### src/rtl/dunit_pkg.sv
// dunit_pkg: command, reply and status codes plus FSM states for the debug unit controller
package dunit_pkg;
  localparam logic [7:0] CMD_LOAD = 8'h4C, CMD_RST = 8'h52, CMD_RUN = 8'h43, CMD_STEP = 8'h53;
  localparam logic [7:0] RSP_ACK = 8'h4B, RSP_ERR = 8'hEE;
  localparam logic [7:0] ST_HALT = 8'hA0, ST_STEP = 8'hA1, ST_TIMEOUT = 8'hAF;
  typedef enum logic [3:0] {
    IDLE, LD_CNT, LD_BYTE, LD_WR, PC_RST, RUN, STEP, D_ADDR, D_WAIT, D_TX, SEND1
  } state_t;
endpackage

### src/rtl/dunit_word_tx.sv
// dunit_word_tx: sends a latched word (or only its low byte) MSB first over valid/ready, pulses done
module dunit_word_tx #(
  parameter int NB_REG = 32
) (
  input  logic              clk,
  input  logic              rst,
  input  logic              start,
  input  logic              single,
  input  logic [NB_REG-1:0] word,
  input  logic              tx_ready,
  output logic [7:0]        tx_data,
  output logic              tx_valid,
  output logic              done
);
  logic [NB_REG-1:0] sh;
  logic [1:0] left;
  assign tx_data = sh[NB_REG-1 -: 8];
  always_ff @(posedge clk or posedge rst)
    if (rst) begin
      sh <= '0;
      left <= '0;
      tx_valid <= 1'b0;
      done <= 1'b0;
    end else begin
      done <= 1'b0;
      if (start && !tx_valid) begin
        sh <= single ? {word[7:0], {(NB_REG-8){1'b0}}} : word;
        left <= single ? 2'd0 : 2'd3;
        tx_valid <= 1'b1;
      end else if (tx_valid && tx_ready) begin
        sh <= sh << 8;
        left <= left - 2'd1;
        tx_valid <= left != 2'd0;
        done <= left == 2'd0;
      end
    end
endmodule

### src/rtl/debug_unit_ctrl.sv
// debug_unit_ctrl: UART-driven debug master; loads imem, resets PC, runs/steps the pipeline and
// dumps the register file and data memory back over the transmitter
module debug_unit_ctrl import dunit_pkg::*; #(
  parameter int NB_REG      = 32,
  parameter int IMEM_WORDS  = 128,
  parameter int MEM_WORDS   = 32,
  parameter int N_REGS      = 32,
  parameter int RD_LAT      = 1,
  parameter int RUN_TIMEOUT = 2**20
) (
  input  logic              i_clk,
  input  logic              i_reset,
  input  logic [7:0]        i_rx_data,
  input  logic              i_rx_valid,
  input  logic              i_tx_ready,
  output logic [7:0]        o_tx_data,
  output logic              o_tx_valid,
  input  logic              i_halt,
  input  logic [NB_REG-1:0] i_dunit_reg,
  input  logic [NB_REG-1:0] i_dunit_mem_data,
  output logic              o_dunit_clk_en,
  output logic              o_dunit_reset_pc,
  output logic              o_dunit_w_mem,
  output logic [NB_REG-1:0] o_dunit_addr,
  output logic [NB_REG-1:0] o_dunit_data,
  output logic              o_busy
);
  localparam int DW = $clog2(N_REGS + MEM_WORDS) + 1;
  state_t state;
  logic [7:0] n_words, word_idx, wait_cnt;
  logic [1:0] byte_idx;
  logic [DW-1:0] dump_idx;
  logic [20:0] run_cnt;
  logic run_q, dump_q, tx_start, tx_single, tx_done, last;
  logic [NB_REG-1:0] tx_word;
  // Registers are addressed by index, data memory by byte address
  function automatic logic [NB_REG-1:0] addr_of(input logic [DW-1:0] i);
    return i < DW'(N_REGS) ? NB_REG'(i) : NB_REG'({i - DW'(N_REGS), 2'b00});
  endfunction
  assign o_dunit_clk_en = run_q & ~i_halt;
  assign o_busy = state != IDLE;
  assign last = dump_idx == DW'(N_REGS + MEM_WORDS - 1);
  always_ff @(posedge i_clk or posedge i_reset)
    if (i_reset) begin
      state <= IDLE;
      n_words <= '0;
      word_idx <= '0;
      wait_cnt <= '0;
      byte_idx <= '0;
      dump_idx <= '0;
      run_cnt <= '0;
      run_q <= 1'b0;
      dump_q <= 1'b0;
      tx_start <= 1'b0;
      tx_single <= 1'b0;
      tx_word <= '0;
      o_dunit_reset_pc <= 1'b0;
      o_dunit_w_mem <= 1'b0;
      o_dunit_addr <= '0;
      o_dunit_data <= '0;
    end else begin
      tx_start <= 1'b0;
      o_dunit_w_mem <= 1'b0;
      o_dunit_reset_pc <= 1'b0;
      case (state)
        IDLE: if (i_rx_valid) begin
          tx_single <= 1'b1;
          tx_word <= NB_REG'(RSP_ERR);
          dump_q <= 1'b0;
          case (i_rx_data)
            CMD_LOAD: state <= LD_CNT;
            CMD_RST: begin o_dunit_reset_pc <= 1'b1; state <= PC_RST; end
            CMD_RUN: begin run_q <= 1'b1; run_cnt <= '0; state <= RUN; end
            CMD_STEP: begin run_q <= 1'b1; state <= STEP; end
            default: begin tx_start <= 1'b1; state <= SEND1; end
          endcase
        end
        LD_CNT: if (i_rx_valid) begin
          n_words <= i_rx_data;
          word_idx <= '0;
          byte_idx <= '0;
          if (32'(i_rx_data) > IMEM_WORDS) begin
            tx_word <= NB_REG'(RSP_ERR);
            tx_start <= 1'b1;
            state <= SEND1;
          end else if (i_rx_data == 8'd0) begin
            o_dunit_reset_pc <= 1'b1;
            state <= PC_RST;
          end else state <= LD_BYTE;
        end
        LD_BYTE: if (i_rx_valid) begin
          o_dunit_data <= {o_dunit_data[NB_REG-9:0], i_rx_data};
          byte_idx <= byte_idx + 2'd1;
          if (byte_idx == 2'd3) begin
            o_dunit_addr <= NB_REG'({word_idx, 2'b00});
            o_dunit_w_mem <= 1'b1;
            state <= LD_WR;
          end
        end
        LD_WR: begin
          word_idx <= word_idx + 8'd1;
          byte_idx <= '0;
          o_dunit_reset_pc <= word_idx == n_words - 8'd1;
          state <= word_idx == n_words - 8'd1 ? PC_RST : LD_BYTE;
        end
        PC_RST: begin
          tx_word <= NB_REG'(RSP_ACK);
          tx_single <= 1'b1;
          tx_start <= 1'b1;
          dump_q <= 1'b0;
          state <= SEND1;
        end
        // Halt is checked first so it wins over a coincident timeout
        RUN: if (i_halt || run_cnt == 21'(RUN_TIMEOUT - 1)) begin
          run_q <= 1'b0;
          tx_word <= NB_REG'(i_halt ? ST_HALT : ST_TIMEOUT);
          tx_single <= 1'b1;
          tx_start <= 1'b1;
          dump_q <= 1'b1;
          state <= SEND1;
        end else run_cnt <= run_cnt + 21'd1;
        STEP: begin
          run_q <= 1'b0;
          tx_word <= NB_REG'(i_halt ? ST_HALT : ST_STEP);
          tx_single <= 1'b1;
          tx_start <= 1'b1;
          dump_q <= 1'b1;
          state <= SEND1;
        end
        SEND1: if (tx_done) begin
          dump_idx <= '0;
          if (dump_q) o_dunit_addr <= '0;
          state <= dump_q ? D_ADDR : IDLE;
        end
        D_ADDR: begin
          wait_cnt <= 8'd1;
          state <= D_WAIT;
        end
        D_WAIT: if (wait_cnt >= 8'(RD_LAT)) begin
          tx_word <= dump_idx < DW'(N_REGS) ? i_dunit_reg : i_dunit_mem_data;
          tx_single <= 1'b0;
          tx_start <= 1'b1;
          state <= D_TX;
        end else wait_cnt <= wait_cnt + 8'd1;
        D_TX: if (tx_done) begin
          dump_idx <= dump_idx + DW'(1);
          o_dunit_addr <= addr_of(dump_idx + DW'(1));
          dump_q <= ~last;
          state <= last ? IDLE : D_ADDR;
        end
        default: state <= IDLE;
      endcase
    end
  dunit_word_tx #(.NB_REG(NB_REG)) u_tx (
    .clk(i_clk),
    .rst(i_reset),
    .start(tx_start),
    .single(tx_single),
    .word(tx_word),
    .tx_ready(i_tx_ready),
    .tx_data(o_tx_data),
    .tx_valid(o_tx_valid),
    .done(tx_done)
  );
endmodule
### config.mk
export PLATFORM = sky130hd
export DESIGN_NAME = debug_unit_ctrl
export DESIGN_NICKNAME = d
export VERILOG_FILES = /design/src/rtl/dunit_pkg.sv /design/src/rtl/dunit_word_tx.sv /design/src/rtl/debug_unit_ctrl.sv
export SDC_FILE = /design/constraint.sdc
export NUM_CORES = 1
export LEC_CHECK = 0
export ABC_AREA = 1
export CORE_UTILIZATION = 55
export CTS_CLUSTER_DIAMETER = 30
export DETAILED_ROUTE_END_ITERATION = 16
export GPL_TIMING_DRIVEN = 0
export PLACE_DENSITY = 0.8
export SKIP_CTS_REPAIR_TIMING = 1
export SYNTH_ARGS = -nofsm -noshare
export SYNTH_HDL_FRONTEND = slang
export SYNTH_HIERARCHICAL = 1
export SYNTH_SLANG_ARGS = --single-unit
### constraint.sdc
create_clock -name i_clk -period 5.1 [get_ports i_clk]
set_clock_uncertainty 0.2 [all_clocks]
set_input_delay 0.765 -clock i_clk [delete_from_list [all_inputs] [get_ports i_clk]]
set_output_delay 0.765 -clock i_clk [all_outputs]
set_load 0.02 [all_outputs]
==> flow_summary.toml, run 1 <==
[placed_design]
dpl.cell_count = 1652
dp_slack_ps = 1950
gp_congestion = 0.900
place_area_um2 = 11500
hpwl_um = 18500
port_buffers = 130

[timing]
period_share_pct = 58.9
slew_violations = 0
min_period_ps = 3000
setup_ws_ps = 2100
rsz0062_at_grt = "no"
tightestPinTransition_ps = 828
fmax_mhz = 333
final_hold_viol_count = 0
finalSetupTns_ps = 0
slew_headroom_pct = 44.7
setup_viol = 0

[clock_network]
htree_levels = 4
cts_max_path_buffers = 2
cts_tree = "yes"
path_clk_slew_ps = 70
cts_inserted_buffers = 17
clock-root-buffer = "clkbuf_16"
cts.sinks = 174
clock_latency_ps = 440

[cells_and_area]
multi_input_area_um2 = 4430
area_growth_pct = 23.5
layout-drive-gt1-share_pct = 11.2
fin_cells = 1685
fillers = 1448
stdcell_area_um2 = 12000
nNetsFinal = 1532
regArea_um2 = 4350

[yosys]
seq_area_frac_synth_pct = 44.7
syn_area_um2 = 9740
synth_area_leader_cell = "dfrtp_1"
synth_commonest_cells = "329 x nand2_1, 198 x nor2_1, 174 x dfrtp_1"
synth_xor_area_share_pct = 2.25
synth_seq_cells = 174
yosysWarningCount = 6
syn_area_per_cell_um2 = 7.64
synth.most_common_cell = "nand2_1"
synth_top_family_by_area = "simple AND/OR/NAND/NOR gates"
async_reset_ff_share_pct = 100
synth.top_cells.by_area = "dfrtp_1 45%, nand2_1 13%, nor2_1 7.6%, o21ai_0 5.0%, inv_1 4.8%"
synth_top_area_share_pct = 44.7
ys_types = 46
synth_edf_count = 0
muxShareOfSynthArea_pct = 1.25
synth_ff_type = "dfrtp_1"
synth_compound_area_share_pct = 12.6
yosys.area_share.simple_pct = 27.3
synthCells = 1274
synth_adder_area_share_pct = 1.16

[drt]
vias = 8768
wl_um = 24600
drcViolationCount = 0
topRoutingLayerUsed = "met4"
wl_per_cell_um = 14.6
ant_nets = 0
wl_met3_um = 994
drt_iter0_drc = 584
via_per_inst = 5.20
dr.pass1.iters = 5
dr_wl_met2_um = 12200
drt-met1-wl_um = 10700

[pwr]
p_per_area_nw_per_um2 = 560
p_leak_uw = 0.00577
irDropWorstVdd_v = 0.000322

[floorplanning]
die_width_um = 135
ios = 154
rows = 48
core_area_um2 = 17300
die_h_um = 135
die_area_um2 = 18200
initial_core_util_pct = 56.3

[global_route]
grt_max_degree = 90
grt_pass1_vias = 8431
antenna_found_initial = 1
overflow = 0
grt_usage_pct = 28.8
grt_pass1_wl_um = 40900

[status]
outcome = "complete, no violations"

[setup_path]
rrSetupSlack_ps = 2650
cp-start-kind = "flop"
r2r-end = "tx_word[9]$_DFFE_PP0P_"
crit_type = "reg2out"
critPathLaunch = "state[3]$_DFFE_PP0P_"
endpoint_kind = "primary output"
setup.worst_path.end = "o_busy"
r2r_start = "run_cnt[0]$_DFFE_PP0P_"
cp.arrival_ps = 2040
r2r_cells = 11
path_max_fanout = 6
required_ps = 4140

[hold_path]
hold_class = "reg2reg"

[job]
drv_cap = 0
==> final cells by class <==
class	count	area share, %
Antenna cell	1	0.0208
Buffer	72	4.38
Tap cell	225	2.34
Clock inverter	12	0.916
Inverter	135	4.27
Multi-Input combinational cell	914	36.8
Clock buffer	20	3.80
Sequential cell	174	36.2
Timing Repair Buffer	132	11.3
==> registers in the layout, indices dropped and copies added, names as in the netlist <==
| register | cells |
|---|---|
| o_dunit_w_mem | 1 |
| dump_idx | 7 |
| u_tx/sh | 32 |
| dump_q | 1 |
| word_idx | 8 |
| run_cnt | 21 |
| o_dunit_data | 32 |
| state | 4 |
| tx_start | 1 |
| o_dunit_addr | 10 |
| o_dunit_reset_pc | 1 |
| wait_cnt | 8 |
| u_tx/left | 2 |
| run_q | 1 |
| tx_word | 32 |
| byte_idx | 2 |
| n_words | 8 |
| u_tx/done | 1 |
| u_tx/tx_valid | 1 |
| tx_single | 1 |
==> layer usage <==
layer / up-vias / GRT usage, %
met3: 40 / 4.17
met2: 224 / 48.9
li1: 4341 / -
met4: 0 / 11.3
met5: - / 0
met1: 4163 / 37.2
==> critical path, stage by stage, from the launching register on <==
cell             delay [ps]
dfrtp_1                 410
nor2_1                  200
inv_1                   140
nor2_4                  200
inv_2                   100
clkdlybuf4s50_1         550
==> through the flow <==
| step | total power [uW] | hold slack, ps | utilization, % |
|---|---|---|---|
| after global placement | 5370 | 261 | 65.9 |
| after global routing | 7230 | 309 | 69.5 |
| after detailed placement | 5470 | 266 | 66.2 |
| after floorplan | 4420 | 244 | - |
| after CTS | 6750 | 283 | 69.5 |
| final | 6740 | 282 | 69.5 |
==> worst min path at each step <==
stage,startpoint,end,slack (ps),depth (start not counted)
6_report,u_tx/sh[1]$_DFFE_PP0P_,u_tx/sh[1]$_DFFE_PP0P_,280,2
5_1_grt,tx_word[12]$_DFFE_PP0P_,tx_word[12]$_DFFE_PP0P_,310,2
4_1_cts,tx_word[10]$_DFFE_PP0P_,tx_word[10]$_DFFE_PP0P_,280,2
3_5_place_dp,u_tx/sh[1]$_DFFE_PP0P_,u_tx/sh[1]$_DFFE_PP0P_,270,2
3_3_place_gp,u_tx/sh[4]$_DFFE_PP0P_,u_tx/sh[4]$_DFFE_PP0P_,260,2
2_1_floorplan,u_tx/sh[0]$_DFFE_PP0P_,u_tx/sh[0]$_DFFE_PP0P_,240,2
==> power breakdown <==
part / switching (uW) / internal [uW]
combinational: 1910 / 1280
clock: 563 / 700
sequential: 397 / 1880
==> cell usage in the layout (no fill, tap or decap), drive strengths merged, types with 9 or more instances in the layout <==
| cell type | n |
|---|---|
| inv | 136 |
| nor2 | 204 |
| ha | 9 |
| o21ai | 139 |
| nor3 | 16 |
| clkbuf | 37 |
| clkdlybuf4s50 | 130 |
| xnor2 | 9 |
| nand2 | 339 |
| a21oi | 60 |
| dfrtp | 174 |
| nand4 | 15 |
| buf | 56 |
| conb | 22 |
| nand3 | 62 |
| mux2 | 9 |
| xor2 | 16 |
==> cells by family (layout without fill, tap and decap cells) <==
| group | Yosys count | after routing |
|---|---|---|
| other | 1 | 23 |
| AOI/OAI and AO/OA | 210 | 210 |
| and+or+nand+nor | 637 | 637 |
| adders and majority gates | 9 | 9 |
| muxes | 11 | 11 |
| buffers and inverters | 207 | 371 |
| DFF | 174 | 174 |
| xor gates and xnor gates | 25 | 25 |
(Power assumes the default switching activity.)
==> inputs of run 2 (changes only) <==
clock period = 2.9 ns   (was 5.1 ns; I/O delays follow)
==> run 2 against run 1 <==
  * Non-clock buffer count rose by 3
  * Design area rose by 0.80%
  * Sequential share of layout area fell by 0.29 points
  * Sequential power rose by 76%
  * Global-route usage rose by 0.11 points
  * Worst setup slack got worse by 1900 ps
  * Via count rose by 0.31%
  * Routed wire length rose by 1.7%
  * Final cell count rose by 0.30%
==> flow_summary.toml, run 2 (synthesized netlist as in run 1, its figures left out) <==
[drt]
wl_per_cell_um = 14.8
via_per_inst = 5.20
vias = 8795
wl_um = 25000
drcViolationCount = 0
ant_nets = 0
dr.pass1.iters = 5
drt_iter0_drc = 657

[setup_path]
r2r-end = "tx_word[0]$_DFFE_PP0P_"
path_max_fanout = 6
cp.arrival_ps = 2030
endpoint_kind = "primary output"
required_ps = 2270
r2r_start = "run_cnt[0]$_DFFE_PP0P_"
r2r_cells = 11
rrSetupSlack_ps = 430
cp-start-kind = "flop"
crit_type = "reg2out"
critPathLaunch = "state[3]$_DFFE_PP0P_"
setup.worst_path.end = "o_busy"

[cells_and_area]
area_growth_pct = 24.5
multi_input_area_um2 = 4430
nNetsFinal = 1535
fillers = 1454
largest_registers = "o_dunit_data x32, tx_word x32, u_tx/sh x32"
fin_cells = 1690
stdcell_area_um2 = 12100
regArea_um2 = 4350
layout-drive-gt1-share_pct = 11.5
layout_commonest_cell = "nand2_1"
final_cell_mix = "329 x nand2_1, 198 x nor2_1, 174 x dfrtp_1"

[timing]
fmax_mhz = 375
period_share_pct = 91.8
setup_viol = 0
min_period_ps = 2660
rsz0062_at_grt = "no"
slew_violations = 0
slew_headroom_pct = 48.6
tightestPinTransition_ps = 769
final_hold_viol_count = 0

[clock_network]
clock_latency_ps = 440
cts_inserted_buffers = 17
htree_levels = 4
clock-root-buffer = "clkbuf_16"
path_clk_slew_ps = 70
cts_max_path_buffers = 2
cts.sinks = 174
cts_tree = "yes"

[pwr]
irDropWorstVdd_v = 0.000727
comb_power_share_pct = 47.1
p_leak_uw = 0.00582
sequentialPowerShare_pct = 33.4
p_sw_uw = 5100
swShare_pct = 42.5
p_per_area_nw_per_um2 = 991
intPower_uw = 6910
clkPwrFrac_pct = 19.5

[floorplanning]
rows = 48
die_area_um2 = 18200
ios = 154
die_h_um = 135
core_area_um2 = 17300
initial_core_util_pct = 56.3
die_width_um = 135

[global_route]
grt_pass1_wl_um = 41000
grt_pass1_vias = 8467
overflow = 0
grt_max_degree = 38
antenna_found_initial = 3
grt_usage_pct = 28.9

[placed_design]
place_area_um2 = 11500
gp_congestion = 0.899
dpl.cell_count = 1655
port_buffers = 130
hpwl_um = 18600

[job]
drv_cap = 0

[status]
outcome = "complete, no violations"

[hold_path]
hold_class = "in2reg"
## run 2: worst min-delay path by stage
stage / startpoint / cells after the start / slack (ps) / end
global placement: u_tx/sh[4]$_DFFE_PP0P_ / 2 / 260 / u_tx/sh[4]$_DFFE_PP0P_
floorplan: u_tx/sh[0]$_DFFE_PP0P_ / 2 / 240 / u_tx/sh[0]$_DFFE_PP0P_
CTS: i_tx_ready / 4 / 170 / u_tx/sh[29]$_DFFE_PP0P_
detailed placement: tx_word[8]$_DFFE_PP0P_ / 2 / 270 / tx_word[8]$_DFFE_PP0P_
finish: i_tx_ready / 4 / 190 / u_tx/sh[31]$_DFFE_PP0P_
global route: i_tx_ready / 4 / 200 / u_tx/sh[31]$_DFFE_PP0P_
## run 2: power groups by stage
stage                     registers, uW  logic, uW  clock network, uW
after global routing               4120       6270               2470
after global placement             4000       5450                  0
after CTS                          4000       5660               2390
final                              4020       5650               2340
after floorplan                    4210       3570                  0
after detailed placement           4030       5610                  0
## run 2: metal layers
layer / vias up / global-route usage (%) / routed length [um]
met5: - / 0 / 0
met1: 4146 / 37.1 / 10800
met3: 45 / 4.80 / 1050
met2: 248 / 48.6 / 12400
met4: 0 / 12.0 / 704
li1: 4356 / - / -
## run 2: area by class of cell
cell class | count | share of cell area, %
Tap cell | 225 | 2.32
Clock inverter | 13 | 1.27
Buffer | 72 | 4.35
Inverter | 135 | 4.22
Timing Repair Buffer | 135 | 11.6
Multi-Input combinational cell | 914 | 36.5
Clock buffer | 19 | 3.74
Antenna cell | 3 | 0.0619
Sequential cell | 174 | 35.9
## run 2: per-stage QoR
step	worst slack, ps	setup TNS [ps]	util, %	hold WS (ps)	power, uW
detailed placement	114	0	66.5	270	9640
global route	156	0	70.1	196	12900
global placement	-739	-99890	65.9	261	9450
finish	237	0	70.1	189	12000
floorplan	544	0	-	244	7780
CTS	226	0	70.0	173	12000
## run 2: worst max-delay path, stage by stage, from the launching register on
cell and delay, ps:
dfrtp_1 410, nor2_1 200, inv_1 140, nor2_4 190, inv_2 90, clkdlybuf4s50_1 540
